## src/rtl/conv_mc_engine_pkg.sv

```systemverilog
// Shared types and size helpers for the multi-channel convolution engine.
// Holds the FSM state type and the output-size / tap-count formulas.
package conv_mc_engine_pkg;

    typedef enum logic [2:0] {
        S_IDLE,
        S_RUN,
        S_DRAIN,
        S_WRITE,
        S_DONE
    } state_t;

    function automatic int clog2(input int value);
        int result;
        int rem;
        result = 0;
        rem = value - 1;
        while (rem > 0) begin
            result++;
            rem = rem >> 1;
        end
        return result;
    endfunction

    // Floor division: trailing rows/columns that cannot hold a full window are skipped.
    function automatic int out_size(input int i_size, input int k_size, input int stride);
        return (i_size - k_size) / stride + 1;
    endfunction

    function automatic int tap_count(input int i_channels, input int k_size);
        return i_channels * k_size * k_size;
    endfunction

endpackage

```

## src/rtl/conv_mc_engine_if.sv

```systemverilog
// Start/status handshake and the three BRAM ports of the convolution engine.
// The master modport is the engine side; slave is the BRAM/controller side.
interface conv_mc_engine_if #(
    parameter int I_BIT_WIDTH = 8,
    parameter int O_BIT_WIDTH = 16,
    parameter int ADDR_WIDTH  = 16
);
    logic                   conv_en;
    logic                   conv_busy;
    logic                   conv_done;
    logic [I_BIT_WIDTH-1:0] input_bram_douta;
    logic                   input_bram_ena;
    logic [ADDR_WIDTH-1:0]  input_bram_addra;
    logic [I_BIT_WIDTH-1:0] weights_bram_douta;
    logic                   weights_bram_ena;
    logic [ADDR_WIDTH-1:0]  weights_bram_addra;
    logic [O_BIT_WIDTH-1:0] result_bram_dina;
    logic                   result_bram_ena;
    logic                   result_bram_wea;
    logic [ADDR_WIDTH-1:0]  result_bram_addra;

    modport master (
        input  conv_en, input_bram_douta, weights_bram_douta,
        output conv_busy, conv_done,
        output input_bram_ena, input_bram_addra,
        output weights_bram_ena, weights_bram_addra,
        output result_bram_dina, result_bram_ena, result_bram_wea, result_bram_addra
    );

    modport slave (
        output conv_en, input_bram_douta, weights_bram_douta,
        input  conv_busy, conv_done,
        input  input_bram_ena, input_bram_addra,
        input  weights_bram_ena, weights_bram_addra,
        input  result_bram_dina, result_bram_ena, result_bram_wea, result_bram_addra
    );
endinterface

```

## src/rtl/conv_mc_engine_addr_gen.sv

```systemverilog
// Nested oc/oy/ox pixel counters and ic/ky/kx tap counters with the BRAM
// address arithmetic and first/last flags used by the engine FSM.
module conv_mc_engine_addr_gen
    import conv_mc_engine_pkg::*;
#(
    parameter int I_SIZE     = 24,
    parameter int I_CHANNELS = 1,
    parameter int K_CHANNELS = 16,
    parameter int K_SIZE     = 3,
    parameter int STRIDE     = 1,
    parameter int ADDR_WIDTH = 16
) (
    input  logic                  clk,
    input  logic                  rstn,
    input  logic                  tap_step,
    input  logic                  pix_step,
    output logic [ADDR_WIDTH-1:0] input_addr,
    output logic [ADDR_WIDTH-1:0] weight_addr,
    output logic [ADDR_WIDTH-1:0] result_addr,
    output logic                  first_tap,
    output logic                  last_tap,
    output logic                  last_pixel
);
    typedef logic [ADDR_WIDTH-1:0] addr_t;

    localparam addr_t IS    = addr_t'(I_SIZE);
    localparam addr_t IC    = addr_t'(I_CHANNELS);
    localparam addr_t KS    = addr_t'(K_SIZE);
    localparam addr_t ST    = addr_t'(STRIDE);
    localparam addr_t OS    = addr_t'(out_size(I_SIZE, K_SIZE, STRIDE));
    localparam addr_t KS_M1 = addr_t'(K_SIZE - 1);
    localparam addr_t IC_M1 = addr_t'(I_CHANNELS - 1);
    localparam addr_t KC_M1 = addr_t'(K_CHANNELS - 1);
    localparam addr_t OS_M1 = addr_t'(out_size(I_SIZE, K_SIZE, STRIDE) - 1);

    addr_t oc, oy, ox, ic, ky, kx;

    always_ff @(posedge clk or negedge rstn) begin
        if (!rstn) begin
            oc <= '0;
            oy <= '0;
            ox <= '0;
            ic <= '0;
            ky <= '0;
            kx <= '0;
        end else begin
            if (tap_step) begin
                if (kx == KS_M1) begin
                    kx <= '0;
                    if (ky == KS_M1) begin
                        ky <= '0;
                        ic <= (ic == IC_M1) ? '0 : ic + 1'b1;
                    end else begin
                        ky <= ky + 1'b1;
                    end
                end else begin
                    kx <= kx + 1'b1;
                end
            end
            if (pix_step) begin
                if (ox == OS_M1) begin
                    ox <= '0;
                    if (oy == OS_M1) begin
                        oy <= '0;
                        oc <= (oc == KC_M1) ? '0 : oc + 1'b1;
                    end else begin
                        oy <= oy + 1'b1;
                    end
                end else begin
                    ox <= ox + 1'b1;
                end
            end
        end
    end

    assign input_addr  = ic * IS * IS + (oy * ST + ky) * IS + ox * ST + kx;
    assign weight_addr = ((oc * IC + ic) * KS + ky) * KS + kx;
    assign result_addr = oc * OS * OS + oy * OS + ox;

    assign first_tap  = (ic == '0) && (ky == '0) && (kx == '0);
    assign last_tap   = (ic == IC_M1) && (ky == KS_M1) && (kx == KS_M1);
    assign last_pixel = (oc == KC_M1) && (oy == OS_M1) && (ox == OS_M1);

endmodule

```

## src/rtl/conv_mc_engine.sv

```systemverilog
// Strided multi-channel 2-D convolution engine: one MAC tap per cycle, requantise, saturate, write.
// Define CONV_RELU_EN to clamp negative shifted accumulators to zero before saturation.
module conv_mc_engine
    import conv_mc_engine_pkg::*;
#(
    parameter int I_BIT_WIDTH = 8,
    parameter int O_BIT_WIDTH = 16,
    parameter int ACC_WIDTH   = 32,
    parameter int I_SIZE      = 24,
    parameter int I_CHANNELS  = 1,
    parameter int K_CHANNELS  = 16,
    parameter int K_SIZE      = 3,
    parameter int STRIDE      = 1,
    parameter int SHIFT       = 0,
    parameter int ADDR_WIDTH  = 16
) (
    input logic              clk,
    input logic              rstn,
    conv_mc_engine_if.master bus
);
    localparam logic signed [ACC_WIDTH-1:0] SAT_MAX =
        {{(ACC_WIDTH - O_BIT_WIDTH + 1){1'b0}}, {(O_BIT_WIDTH - 1){1'b1}}};
    localparam logic signed [ACC_WIDTH-1:0] SAT_MIN =
        {{(ACC_WIDTH - O_BIT_WIDTH + 1){1'b1}}, {(O_BIT_WIDTH - 1){1'b0}}};

    state_t state, state_next;
    logic tap_step, pix_step, rd_en, wr_en;
    logic first_tap, last_tap, last_pixel;
    logic data_valid, data_first;
    logic [ADDR_WIDTH-1:0] input_addr, weight_addr, result_addr;
    logic signed [ACC_WIDTH-1:0] acc, pix_ext, wgt_ext, product, shifted, rectified;
    logic [O_BIT_WIDTH-1:0] result_word;

    conv_mc_engine_addr_gen #(
        .I_SIZE    (I_SIZE),
        .I_CHANNELS(I_CHANNELS),
        .K_CHANNELS(K_CHANNELS),
        .K_SIZE    (K_SIZE),
        .STRIDE    (STRIDE),
        .ADDR_WIDTH(ADDR_WIDTH)
    ) u_addr_gen (
        .clk        (clk),
        .rstn       (rstn),
        .tap_step   (tap_step),
        .pix_step   (pix_step),
        .input_addr (input_addr),
        .weight_addr(weight_addr),
        .result_addr(result_addr),
        .first_tap  (first_tap),
        .last_tap   (last_tap),
        .last_pixel (last_pixel)
    );

    // BRAM data lags the issued tap by one cycle, so the load/add decision is pipelined with it.
    always_ff @(posedge clk or negedge rstn) begin
        if (!rstn) begin
            state      <= S_IDLE;
            data_valid <= 1'b0;
            data_first <= 1'b0;
            acc        <= '0;
        end else begin
            state      <= state_next;
            data_valid <= tap_step;
            data_first <= tap_step && first_tap;
            if (data_valid) begin
                acc <= data_first ? product : acc + product;
            end
        end
    end

    always_comb begin
        state_next = state;
        tap_step   = 1'b0;
        pix_step   = 1'b0;
        rd_en      = 1'b0;
        wr_en      = 1'b0;
        unique case (state)
            S_IDLE:  if (bus.conv_en) state_next = S_RUN;
            S_RUN: begin
                tap_step = 1'b1;
                rd_en    = 1'b1;
                if (last_tap) state_next = S_DRAIN;
            end
            S_DRAIN: state_next = S_WRITE;
            S_WRITE: begin
                pix_step   = 1'b1;
                wr_en      = 1'b1;
                state_next = last_pixel ? S_DONE : S_RUN;
            end
            S_DONE:  state_next = S_IDLE;
            default: state_next = S_IDLE;
        endcase
    end

    assign pix_ext = ACC_WIDTH'($signed(bus.input_bram_douta[I_BIT_WIDTH-1:0]));
    assign wgt_ext = ACC_WIDTH'($signed(bus.weights_bram_douta[I_BIT_WIDTH-1:0]));
    assign product = pix_ext * wgt_ext;
    assign shifted = acc >>> SHIFT;

`ifdef CONV_RELU_EN
    assign rectified = shifted[ACC_WIDTH-1] ? '0 : shifted;
`else
    assign rectified = shifted;
`endif

    always_comb begin
        result_word = rectified[O_BIT_WIDTH-1:0];
        if (rectified > SAT_MAX) begin
            result_word = SAT_MAX[O_BIT_WIDTH-1:0];
        end else if (rectified < SAT_MIN) begin
            result_word = SAT_MIN[O_BIT_WIDTH-1:0];
        end
    end

    assign bus.conv_busy          = (state != S_IDLE);
    assign bus.conv_done          = (state == S_DONE);
    assign bus.input_bram_ena     = rd_en;
    assign bus.input_bram_addra   = rd_en ? input_addr : '0;
    assign bus.weights_bram_ena   = rd_en;
    assign bus.weights_bram_addra = rd_en ? weight_addr : '0;
    assign bus.result_bram_ena    = wr_en;
    assign bus.result_bram_wea    = wr_en;
    assign bus.result_bram_addra  = wr_en ? result_addr : '0;
    assign bus.result_bram_dina   = wr_en ? result_word : '0;

endmodule

```

## src/flat_wrapper.sv

```systemverilog
// flat-port wrapper written by rule: the top's interface ports become plain ports
module conv_mc_engine_flat import conv_mc_engine_pkg::*;
#(
    parameter int I_BIT_WIDTH = 8,
    parameter int O_BIT_WIDTH = 16,
    parameter int ACC_WIDTH   = 32,
    parameter int I_SIZE      = 24,
    parameter int I_CHANNELS  = 1,
    parameter int K_CHANNELS  = 16,
    parameter int K_SIZE      = 3,
    parameter int STRIDE      = 1,
    parameter int SHIFT       = 0,
    parameter int ADDR_WIDTH  = 16
)
  (clk, rstn, bus_conv_en, bus_input_bram_douta, bus_weights_bram_douta, bus_conv_busy, bus_conv_done, bus_input_bram_ena, bus_input_bram_addra, bus_weights_bram_ena, bus_weights_bram_addra, bus_result_bram_dina, bus_result_bram_ena, bus_result_bram_wea, bus_result_bram_addra);
  conv_mc_engine_if #(.I_BIT_WIDTH(I_BIT_WIDTH), .O_BIT_WIDTH(O_BIT_WIDTH), .ADDR_WIDTH(ADDR_WIDTH)) bus_i ();
  input logic clk;
  input logic rstn;
  input wire logic [$bits(bus_i.conv_en)-1:0] bus_conv_en;
  input wire logic [$bits(bus_i.input_bram_douta)-1:0] bus_input_bram_douta;
  input wire logic [$bits(bus_i.weights_bram_douta)-1:0] bus_weights_bram_douta;
  output wire logic [$bits(bus_i.conv_busy)-1:0] bus_conv_busy;
  output wire logic [$bits(bus_i.conv_done)-1:0] bus_conv_done;
  output wire logic [$bits(bus_i.input_bram_ena)-1:0] bus_input_bram_ena;
  output wire logic [$bits(bus_i.input_bram_addra)-1:0] bus_input_bram_addra;
  output wire logic [$bits(bus_i.weights_bram_ena)-1:0] bus_weights_bram_ena;
  output wire logic [$bits(bus_i.weights_bram_addra)-1:0] bus_weights_bram_addra;
  output wire logic [$bits(bus_i.result_bram_dina)-1:0] bus_result_bram_dina;
  output wire logic [$bits(bus_i.result_bram_ena)-1:0] bus_result_bram_ena;
  output wire logic [$bits(bus_i.result_bram_wea)-1:0] bus_result_bram_wea;
  output wire logic [$bits(bus_i.result_bram_addra)-1:0] bus_result_bram_addra;
  assign bus_i.conv_en = bus_conv_en;
  assign bus_i.input_bram_douta = bus_input_bram_douta;
  assign bus_i.weights_bram_douta = bus_weights_bram_douta;
  assign bus_conv_busy = bus_i.conv_busy;
  assign bus_conv_done = bus_i.conv_done;
  assign bus_input_bram_ena = bus_i.input_bram_ena;
  assign bus_input_bram_addra = bus_i.input_bram_addra;
  assign bus_weights_bram_ena = bus_i.weights_bram_ena;
  assign bus_weights_bram_addra = bus_i.weights_bram_addra;
  assign bus_result_bram_dina = bus_i.result_bram_dina;
  assign bus_result_bram_ena = bus_i.result_bram_ena;
  assign bus_result_bram_wea = bus_i.result_bram_wea;
  assign bus_result_bram_addra = bus_i.result_bram_addra;
  conv_mc_engine #(.I_BIT_WIDTH(I_BIT_WIDTH), .O_BIT_WIDTH(O_BIT_WIDTH), .ACC_WIDTH(ACC_WIDTH), .I_SIZE(I_SIZE), .I_CHANNELS(I_CHANNELS), .K_CHANNELS(K_CHANNELS), .K_SIZE(K_SIZE), .STRIDE(STRIDE), .SHIFT(SHIFT), .ADDR_WIDTH(ADDR_WIDTH)) u_core (.clk(clk), .rstn(rstn), .bus(bus_i));
endmodule
```

## config.mk

```make
export PLATFORM = sky130hd
export DESIGN_NAME = conv_mc_engine_flat
export DESIGN_NICKNAME = d
export VERILOG_FILES = /design/src/rtl/conv_mc_engine_pkg.sv /design/src/rtl/conv_mc_engine_if.sv /design/src/rtl/conv_mc_engine_addr_gen.sv /design/src/rtl/conv_mc_engine.sv /design/src/flat_wrapper.sv
export SDC_FILE = /design/constraint.sdc
export NUM_CORES = 1
export LEC_CHECK = 0
export CAP_MARGIN = 0
export CORE_ASPECT_RATIO = 1.25
export CORE_UTILIZATION = 40
export DETAILED_ROUTE_END_ITERATION = 10
export HOLD_SLACK_MARGIN = 0.03
export PLACE_DENSITY = 0.61
export SLEW_MARGIN = 10
export SYNTH_ARGS = -nofsm -noshare
export SYNTH_HDL_FRONTEND = slang
export SYNTH_SLANG_ARGS = --single-unit
```

## constraint.sdc

```tcl
create_clock -name clk -period 9.9 [get_ports clk]
set_clock_uncertainty 0.05 [all_clocks]
set_input_delay 2.97 -clock clk [delete_from_list [all_inputs] [get_ports clk]]
set_output_delay 2.97 -clock clk [all_outputs]
set_load 0.01 [all_outputs]
```

# == Word-level counts from Yosys, hierarchy flattened ==
# Cells that the tools add are included.
# totals
reg_bits,133
word_cells,84
in_bits,19
output_inout_bits,70
# op_classes
magnitude_cmp,2
n_reduce_logical,17
multipliers,9
n_eq_ne,11
muxes,19
add_sub_neg,16
# op_table
cell,n
2-to-1 mux 16 bit,12
adder 16 bit,9
adder 16 x 1 -> 16 bit (second input constant),6
zero test 16 bit,3
adder 32 x 16 -> 32 bit,1
equality test 16 x 2 -> 1 bit (second input constant),2
equality test 16 x 5 -> 1 bit (second input constant),2
> comparator 32 x 16 -> 1 bit (second input constant),1
less-than comparator 32 x 16 -> 1 bit (second input constant),1
multiplier 16 x 2 -> 13 bit (second input constant),2
multiplier 16 x 2 -> 16 bit (second input constant),2
multiplier 16 x 4 -> 15 bit (second input constant),2
2-to-1 mux 32 bit,1
equality test 16 x 4 -> 1 bit (second input constant),1
multiplier 8 x 8 -> 16 bit,1
multiplier 15 x 4 -> 14 bit (second input constant),1
multiplier 13 x 2 -> 10 bit (second input constant),1
case mux 3 bit (4 select lines),1
2-to-1 mux 3 bit,3
logical AND 1 bit,7
equality test 3 x 2 -> 1 bit (second input constant),2
AND reduction 2 bit,3
AND reduction 3 bit,2
equality test 3 x 1 -> 1 bit (second input constant),1
6 further kinds,7

# == Depth between registers and ports, before layout ==
# Gate-level depths: netlist of the first run.
# depth
ltp_word,6
mapped_depth,33
mapped_depth_nobuf,33

# == Hierarchy ==
# From an unflattened synthesis of the first run, not the netlist that was laid out.
# unflattened
cells_unflattened,2317
area_unflattened_um2,20025.5
# by_module_without_submodules
module,n_inst,cells_per_inst,area_each_um2,seq_area_each_um2
conv_mc_engine_addr_gen,1,1574,13838.3,2402.3
conv_mc_engine,1,743,6187.2,925.9

# == Worst setup path after synthesis of the first run ==
# Ideal clock, no wire load.
# synth_path
path_type,flip-flop to output port
start,reg u_core.u_addr_gen.oc[5]
end,out bus_result_bram_addra[15]
arrival_time_ns,6.467
t_required_ns,6.880
stages_incl_launch_ff,33
path_slack_ns,0.413
n_path_buf,0
path_cell_list,dfrtp_1 -> ha_1 -> inv_1 -> fa_1 -> inv_1 -> ha_1 -> and2_0 -> o21ai_0 -> nand2_1 -> nor2_1 -> xor2_1 -> inv_1 -> ha_1 -> inv_1 -> fa_1 -> inv_1 -> ha_1 -> o21ai_0 -> nand2b_1 -> a21o_1 -> a21oi_1 -> xnor2_1 -> fa_1 -> xor2_1 -> xnor2_1 -> xnor2_1 -> xnor2_1 -> xnor2_1 -> xnor2_1 -> xnor2_1 -> xnor3_1 -> xor2_1 -> nor2_1
# synth_between
elab_chain_cells,5
# synth_rtl
item,line_no,rtl
start: declaration,conv_mc_engine_addr_gen.sv:36,"addr_t oc, oy, ox, ic, ky, kx;"
start signal: assignment,conv_mc_engine_addr_gen.sv:65,oc <= (oc == KC_M1) ? '0 : oc + 1'b1;
multiplier 16 x 4 -> 15 bit,conv_mc_engine_addr_gen.sv:78,assign result_addr = oc * OS * OS + oy * OS + ox;
multiplier 15 x 4 -> 14 bit,conv_mc_engine_addr_gen.sv:78,
adder 16 bit (2 in a row),conv_mc_engine_addr_gen.sv:78,
2-to-1 mux 16 bit,conv_mc_engine.sv:123,assign bus.result_bram_addra = wr_en ? result_addr : '0;
end: declaration,flat_wrapper.sv:31,output wire logic [$bits(bus_i.result_bram_addra)-1:0] bus_result_bram_addra;
# No other way between the ends.

# == Worst setup path after layout of the first run ==
# layout_path
start,reg u_core.u_addr_gen.oc[2]
end,out bus_result_bram_addra[15]
# Same word-level chain as after synthesis.

==> results.md, run 1 <==
- Skew-Pair Late Insertion Delay: 440 ps
- Yosys reg bits: 133
- DR WL/cell: 15.6 um
- Die ar.: 50000 um2
- Count of cell types in the netlist: 70
- Worst Setup Path Type: flip-flop to output pin
- Routed Antenna Nets: 0
- CP Max Fanout: 3
- Tightest Pin Transition: 973 ps
- Delay-heaviest family, CP: adder cells
- Cell taking the most area after synthesis: ha_1
- Synth-to-Final Area Change: 15.8%
- Pwr Density: 272 nW/um2
- Initial antenna violation count: 1
- Final worst-path cycle share: 97.7%
- Hold Vio Cnt, Final: 0
- Met3 usage: 2.27%
- Drt drc: 0
- Required time worst endpoint: 6880 ps
- Outcome: complete, no violations
- Die height: 250 um
- CORE AREA: 48400 um2
- Cells after Synth: 2311
- Busiest grt layer: met2
- CTS tree: built
- CP startpoint kind: flip-flop
- Avg Inst Size Synth: 8.50 um2
- Most used cell, CP: xnor2_1
- H-tree depth: 4
- Gp weighted congestion: 0.918
- # Max-Cap Violations: 0
- Final cell utilization of the core: 47.0%
- Tmin final: 9670 ps
- RSZ-0062 raised after global routing: yes
- Area occupied by multi-input gates: 15000 um2
- Root Driver: clkbuf_16
- Clock Sinks: 133
- Final wirelength: 48.9 mm
- CTS Buf Count: 17
- Vias in the first global route: 16.4k
- Worst Reg2Reg Path Length in Cells: 9
- Remaining global-route overflow: 0
- Setup Viol. Count Final: 0
- Data arrival, critical path: 6650 ps
- Top FF cell, synth: dfrtp_1
- Clock Tree Buf Depth: 2
- Layout cells sized above 1: 8.14%
- Slew HR: 34.7%
- Post-synth EDFFs: 0
- Hold depth: 1
- M2 GR Usage: 37.2%
- IO Pins: 89
- Layout fillers: 4723
- Die W: 200 um
- Synth top area cells: ha_1, dfrtp_1, fa_1
- Met1 Use GR: 22.5%
- Hold Path Class: flip-flop to flip-flop
- Starting Density: 40.6%
- Vias/cell: 5.21
- Post-DP HPWL: 40.9 mm
- Sequential cell area: 3330 um2
- Synth top area share: 17.1%
- First-pass GRT wire length: 80.5 mm
- Syn Nets: 2756
- Diode count: 0
- P_leak: 0.0116 uW
- Peak VDD IR: 0.335 mV
- Reg clk slew, reported paths: 70 ps
- Port buffer count: 88
- Largest net degree at the start of global routing: 76
- Max-slew violations: 0
- Yosys warnings: 0
- Iter 0 DRT Violations: 651
- Total track usage: 19.9%
- FFs w/ async S/R, synth: 100%
- First drt pass iteration count: 7
- Crit end category: output pin
- Min Hold Slack: 420 ps
- Synthesized area: 19700 um2
- Crit path buf inv count: 5
- Fmax: 103 MHz
- Row count: 90
- Via count: 16.3k
- Critical-path top delay cell: fa_1
- Setup TNS: 0 ps
- Part of the Yosys area used for sequential elements: 16.9%
- Critical path depth: 33
- Slowest stage delay, CP: 490 ps
- Nets: 2927
-- through the flow --
step	std cells	setup slack, ps	area (um2)	power (uW)
after global placement	3099	-59.6	21900	5380
after detailed placement	3099	-278	21900	5510
after floorplan	2311	413	19700	4260
after CTS	3134	-38.8	22500	6190
after global routing	3139	-228	22800	6840
final	3139	227	22800	6200
-- Yosys cell counts, types with 13 or more instances --
master and count:
nor2_1 212, nand3_1 51, nor4_1 30, nor2b_1 18
o21ai_0 84, o21a_1 14, nand2b_1 19, xnor2_1 178
a31oi_1 13, clkbuf_1 21, or3_1 21, nor3_1 46
nand2_1 128, and3_1 18, xor2_1 76, a21oi_1 133
a211oi_1 15, inv_1 384, and2_1 63, dfrtp_1 133
ha_1 268, a21o_1 52, fa_1 158, o21bai_1 22
nand4_1 26
-- layer usage --
metal | up-vias | wire, um
li1 | 8030 | -
met5 | - | 0
met1 | 7924 | 19900
met2 | 293 | 25400
met4 | 0 | 2240
met3 | 92 | 1330
-- final cells by class --
class | count | share of cell area (%)
Timing Repair Buffer | 180 | 6.93
Clock inverter | 14 | 0.627
Clock buffer | 18 | 1.89
Inverter | 385 | 6.35
Multi-Input combinational cell | 1765 | 66.0
Tap cell | 644 | 3.54
Sequential cell | 133 | 14.7
-- sequential cells by signal, indices dropped and copies added, names as in the netlist --
signal,count
u_core.acc,32
u_core.u_addr_gen.ox,16
u_core.u_addr_gen.ky,16
u_core.u_addr_gen.ic,16
u_core.u_addr_gen.kx,16
u_core.state,3
u_core.u_addr_gen.oy,16
u_core.u_addr_gen.oc,16
u_core.data_valid,1
u_core.data_first,1
-- path summary, 6_finish.rpt --
| path | slack [ps] | endpoint | startpoint |
|---|---|---|---|
| max | 230 | bus_result_bram_addra[15] | u_core.u_addr_gen.oc[2] |
| min | 420 | u_core.u_addr_gen.oy[15] | u_core.u_addr_gen.oy[15] |
| max reg2reg | 6460 | u_core.u_addr_gen.ic[12] | u_core.state[0] |
| min reg2reg | 420 | u_core.u_addr_gen.oy[15] | u_core.u_addr_gen.oy[15] |
| max in group asynchronous | 5920 | u_core.u_addr_gen.ky[0] | rstn |
| min in group asynchronous | 2520 | u_core.u_addr_gen.ky[15] | rstn |
-- repair_timing --
action                                  in CTS  in global routing
hold buffers                                 0                  0
pin swaps                                   11                 25
resized for setup                           23                 54
endpoints found under the setup margin       6                 14
buffers inserted                             3                  5
-- logic make-up (layout without fill, tap and decap cells) --
kind of cell | Yosys count | after routing | share of synthesized area (%)
compound gates | 412 | 412 | 13.4
fa+ha+maj | 426 | 426 | 33.2
buf+inv | 413 | 597 | 7.93
mux | 5 | 5 | 0.267
simple gates | 662 | 662 | 16.3
xor+xnor | 260 | 260 | 12.0
flops | 133 | 133 | 16.9
-- power breakdown --
group	switching [uW]	internal [uW]
logic	2530	2260
registers	82.8	687
clock network	283	353
total	2890	3300
-- placed cells by master (no fill, tap or decap), types with 10 or more instances in the layout --
master / n
nor3_1: 46
buf_4: 92
a21oi_1: 126
a31oi_1: 13
fa_1: 154
clkdlybuf4s50_1: 78
nand3_1: 51
or3_1: 21
ha_1: 260
nor4_1: 30
xor2_1: 76
and3_1: 18
xnor2_1: 170
or2_2: 10
nor2_1: 211
and2_1: 63
dfrtp_1: 128
o21a_1: 14
nand2_1: 128
a211oi_1: 13
o21ai_1: 14
inv_1: 384
nor2b_1: 17
clkbuf_16: 17
a21o_1: 52
nand2b_1: 19
o21bai_1: 21
nand4_1: 26
o21ai_0: 72
Note: power is estimated with default switching activity, not from simulation.
==> run 2: changes to the inputs <==
- SKIP_LAST_GASP: not set -> 1
==> results.md, run 2 (synthesis results as in run 1) <==
- Via count: 16.3k (+0.012%)
- Initial antenna violation count: 1 (unchanged)
- Slew HR: 33.8% (-0.95 points)
- Power share of the combinational group: 77.4% (about the same)
- Placed Cells: 3099 (unchanged)
- Peak VDD IR: 0.336 mV (+0.30%)
- Reg clk slew, reported paths: 70 ps (about the same)
- Tightest Pin Transition: 987 ps (+14.1 ps)
- Remaining global-route overflow: 0 (unchanged)
- Hold path endpoint: u_core.u_addr_gen.oy[15]
- Die ar.: 50000 um2 (unchanged)
- Total track usage: 19.9% (unchanged)
- RSZ-0062 raised after global routing: yes
- Data arrival, critical path: 6660 ps (about the same)
- Layout fillers: 4732 (+0.19%)
- Clock Tree Buf Depth: 2 (unchanged)
- Worst Setup Path Type: flip-flop to output pin
- Critical path depth: 33 (unchanged)
- Fmax: 103 MHz (about the same)
- Iter 0 DRT Violations: 641 (-1.5%)
- Row count: 90 (unchanged)
- Required time worst endpoint: 6880 ps (about the same)
- CORE AREA: 48400 um2 (unchanged)
- Port buffer count: 88 (unchanged)
- Diode count: 0 (unchanged)
- Slowest stage delay, CP: 520 ps (+30 ps)
- Layout cells sized above 1: 8.06% (-0.080 points)
- Root Driver: clkbuf_16
- Design Power: 6210 uW (+0.12%)
- Clock Sinks: 133 (unchanged)
- DR WL/cell: 15.6 um (+0.28%)
- First drt pass iteration count: 4 (-3)
- Drt drc: 0 (unchanged)
- HP Start: u_core.u_addr_gen.oy[15]
- IO Pins: 89 (unchanged)
- Most flops, register: u_core.acc
- P_leak: 0.0116 uW (about the same)
- Final wirelength: 49.0 mm (+0.28%)
- Nets: 2927 (unchanged)
- Worst Reg2Reg Path Length in Cells: 9 (unchanged)
- Sequential power share: 12.4% (about the same)
- Largest net degree at the start of global routing: 76 (unchanged)
- Area of placed instances: 21900 um2 (unchanged)
- Gp weighted congestion: 0.918 (unchanged)
- Routed Antenna Nets: 0 (unchanged)
- Skew-Pair Late Insertion Delay: 440 ps (about the same)
- CTS tree: built
- Max-slew violations: 0 (unchanged)
- Die W: 200 um (unchanged)
- # Max-Cap Violations: 0 (unchanged)
- Crit path buf inv count: 8 (+3)
- Clock Power Share: 10.2% (about the same)
- Crit Reg-Reg Endpoint: u_core.u_addr_gen.ic[12]
- Pwr Density: 273 nW/um2 (+0.20%)
- Tmin final: 9680 ps (+8.34 ps)
- Int Pwr: 3300 uW (about the same)
- First-pass GRT wire length: 80.5 mm (unchanged)
- Delay-heaviest family, CP: adder cells
- CTS Buf Count: 17 (unchanged)
- Worst Setup SP: u_core.u_addr_gen.oc[3]
- H-tree depth: 4 (unchanged)
- Vias in the first global route: 16.4k (+0.012%)
- Final cell count without fillers: 3139 (unchanged)
- Outcome: complete, no violations
- Most frequent cells in the layout: inv_1, ha_1, nor2_1
- Starting Density: 40.6% (unchanged)
- Sw Pwr: 2900 uW (+0.26%)
- Commonest non-fill, non-tap cell in the layout: inv_1
- Post-DP HPWL: 40.9 mm (unchanged)
- Hold Path Class: flip-flop to flip-flop
- Worst r2r src: u_core.state[0]
- Hold Vio Cnt, Final: 0 (unchanged)
- Setup Viol. Count Final: 0 (unchanged)
- Die height: 250 um (unchanged)
- Crit end category: output pin
- Final worst-path cycle share: 97.8% (about the same)
- Reg2reg setup slack: 6440 ps (-20 ps)
- Synth-to-Final Area Change: 15.7% (about the same)
- CP startpoint kind: flip-flop
- Max FFs per register: 32 (unchanged)
- Hold depth: 1 (unchanged)
- Vias/cell: 5.21 (about the same)
- Critical-path top delay cell: fa_1
- Switching Share: 46.7% (+0.063 points)
- CP Max Fanout: 4 (+1)
- Final cell utilization of the core: 47.0% (about the same)
- Cell area after layout: 22700 um2 (about the same)
## run 2: changes by cell type in the layout (fill, tap and decap cells not counted)
cell and delta:
o21ai_1 +1, o21ai_2 -1, ha_1 +1, ha_4 -1
## run 2: cell type report
| class | instances | area, um2 | area share [%] |
|---|---|---|---|
| inverters | 385 | 1450 | 6.35 |
| multi-input cells | 1765 | 15000 | 66.0 |
| clock inverters | 14 | 143 | 0.627 |
| repair buffers | 180 | 1580 | 6.93 |
| clock buffers | 18 | 429 | 1.89 |
| flip-flops and latches | 133 | 3330 | 14.7 |
| well taps | 644 | 806 | 3.54 |
## run 2: layer usage
layer / GRT usage [%] / part of all wire, %
met3: 2.27 / 2.7
met1: 22.5 / 41
met2: 37.2 / 52
met5: 0 / 0
met4: 9.18 / 4.5
## run 2: power groups by stage
stage | registers [uW] | clock network, uW | logic, uW
3_3_place_gp | 775 | 0 | 4610
5_1_grt | 777 | 672 | 5390
3_5_place_dp | 776 | 0 | 4740
4_1_cts | 767 | 649 | 4770
6_report | 769 | 636 | 4800
2_1_floorplan | 748 | 0 | 3510
## run 2: timing repair
item                       in CTS  in global routing
resized for setup              23                 52
setup endpoints to repair       6                 14
hold buffers                    0                  0
buffers inserted                3                  5
cloned                          0                  0
pin swaps                      11                 24
## run 2: worst reg2reg max path, cell delays in order (launching register included)
cell and delay (ps):
dfrtp_1 450, or3b_2 810, inv_2 440, nand3_2 260, nor2_2 400, nand3_1 190
nor2_1 250, nand3_1 200, nor2_1 170, xor2_1 150
## run 2: worst max path at each step
stage	to	slack, ps
2_1_floorplan	bus_result_bram_addra[15]	410
3_3_place_gp	bus_result_bram_addra[15]	-60
3_5_place_dp	bus_result_bram_addra[15]	-280
4_1_cts	bus_result_bram_addra[15]	-40
5_1_grt	bus_result_bram_addra[15]	-270
6_report	bus_result_bram_addra[15]	220
## run 2: through the flow
step | setup TNS (ps) | hold slack [ps] | setup WS (ps)
6_report | 0 | 428 | 219
5_1_grt | -306 | 435 | -271
4_1_cts | -38.8 | 422 | -38.8
3_5_place_dp | -778 | 408 | -278
3_3_place_gp | -125 | 412 | -59.6
2_1_floorplan | 0 | 392 | 413
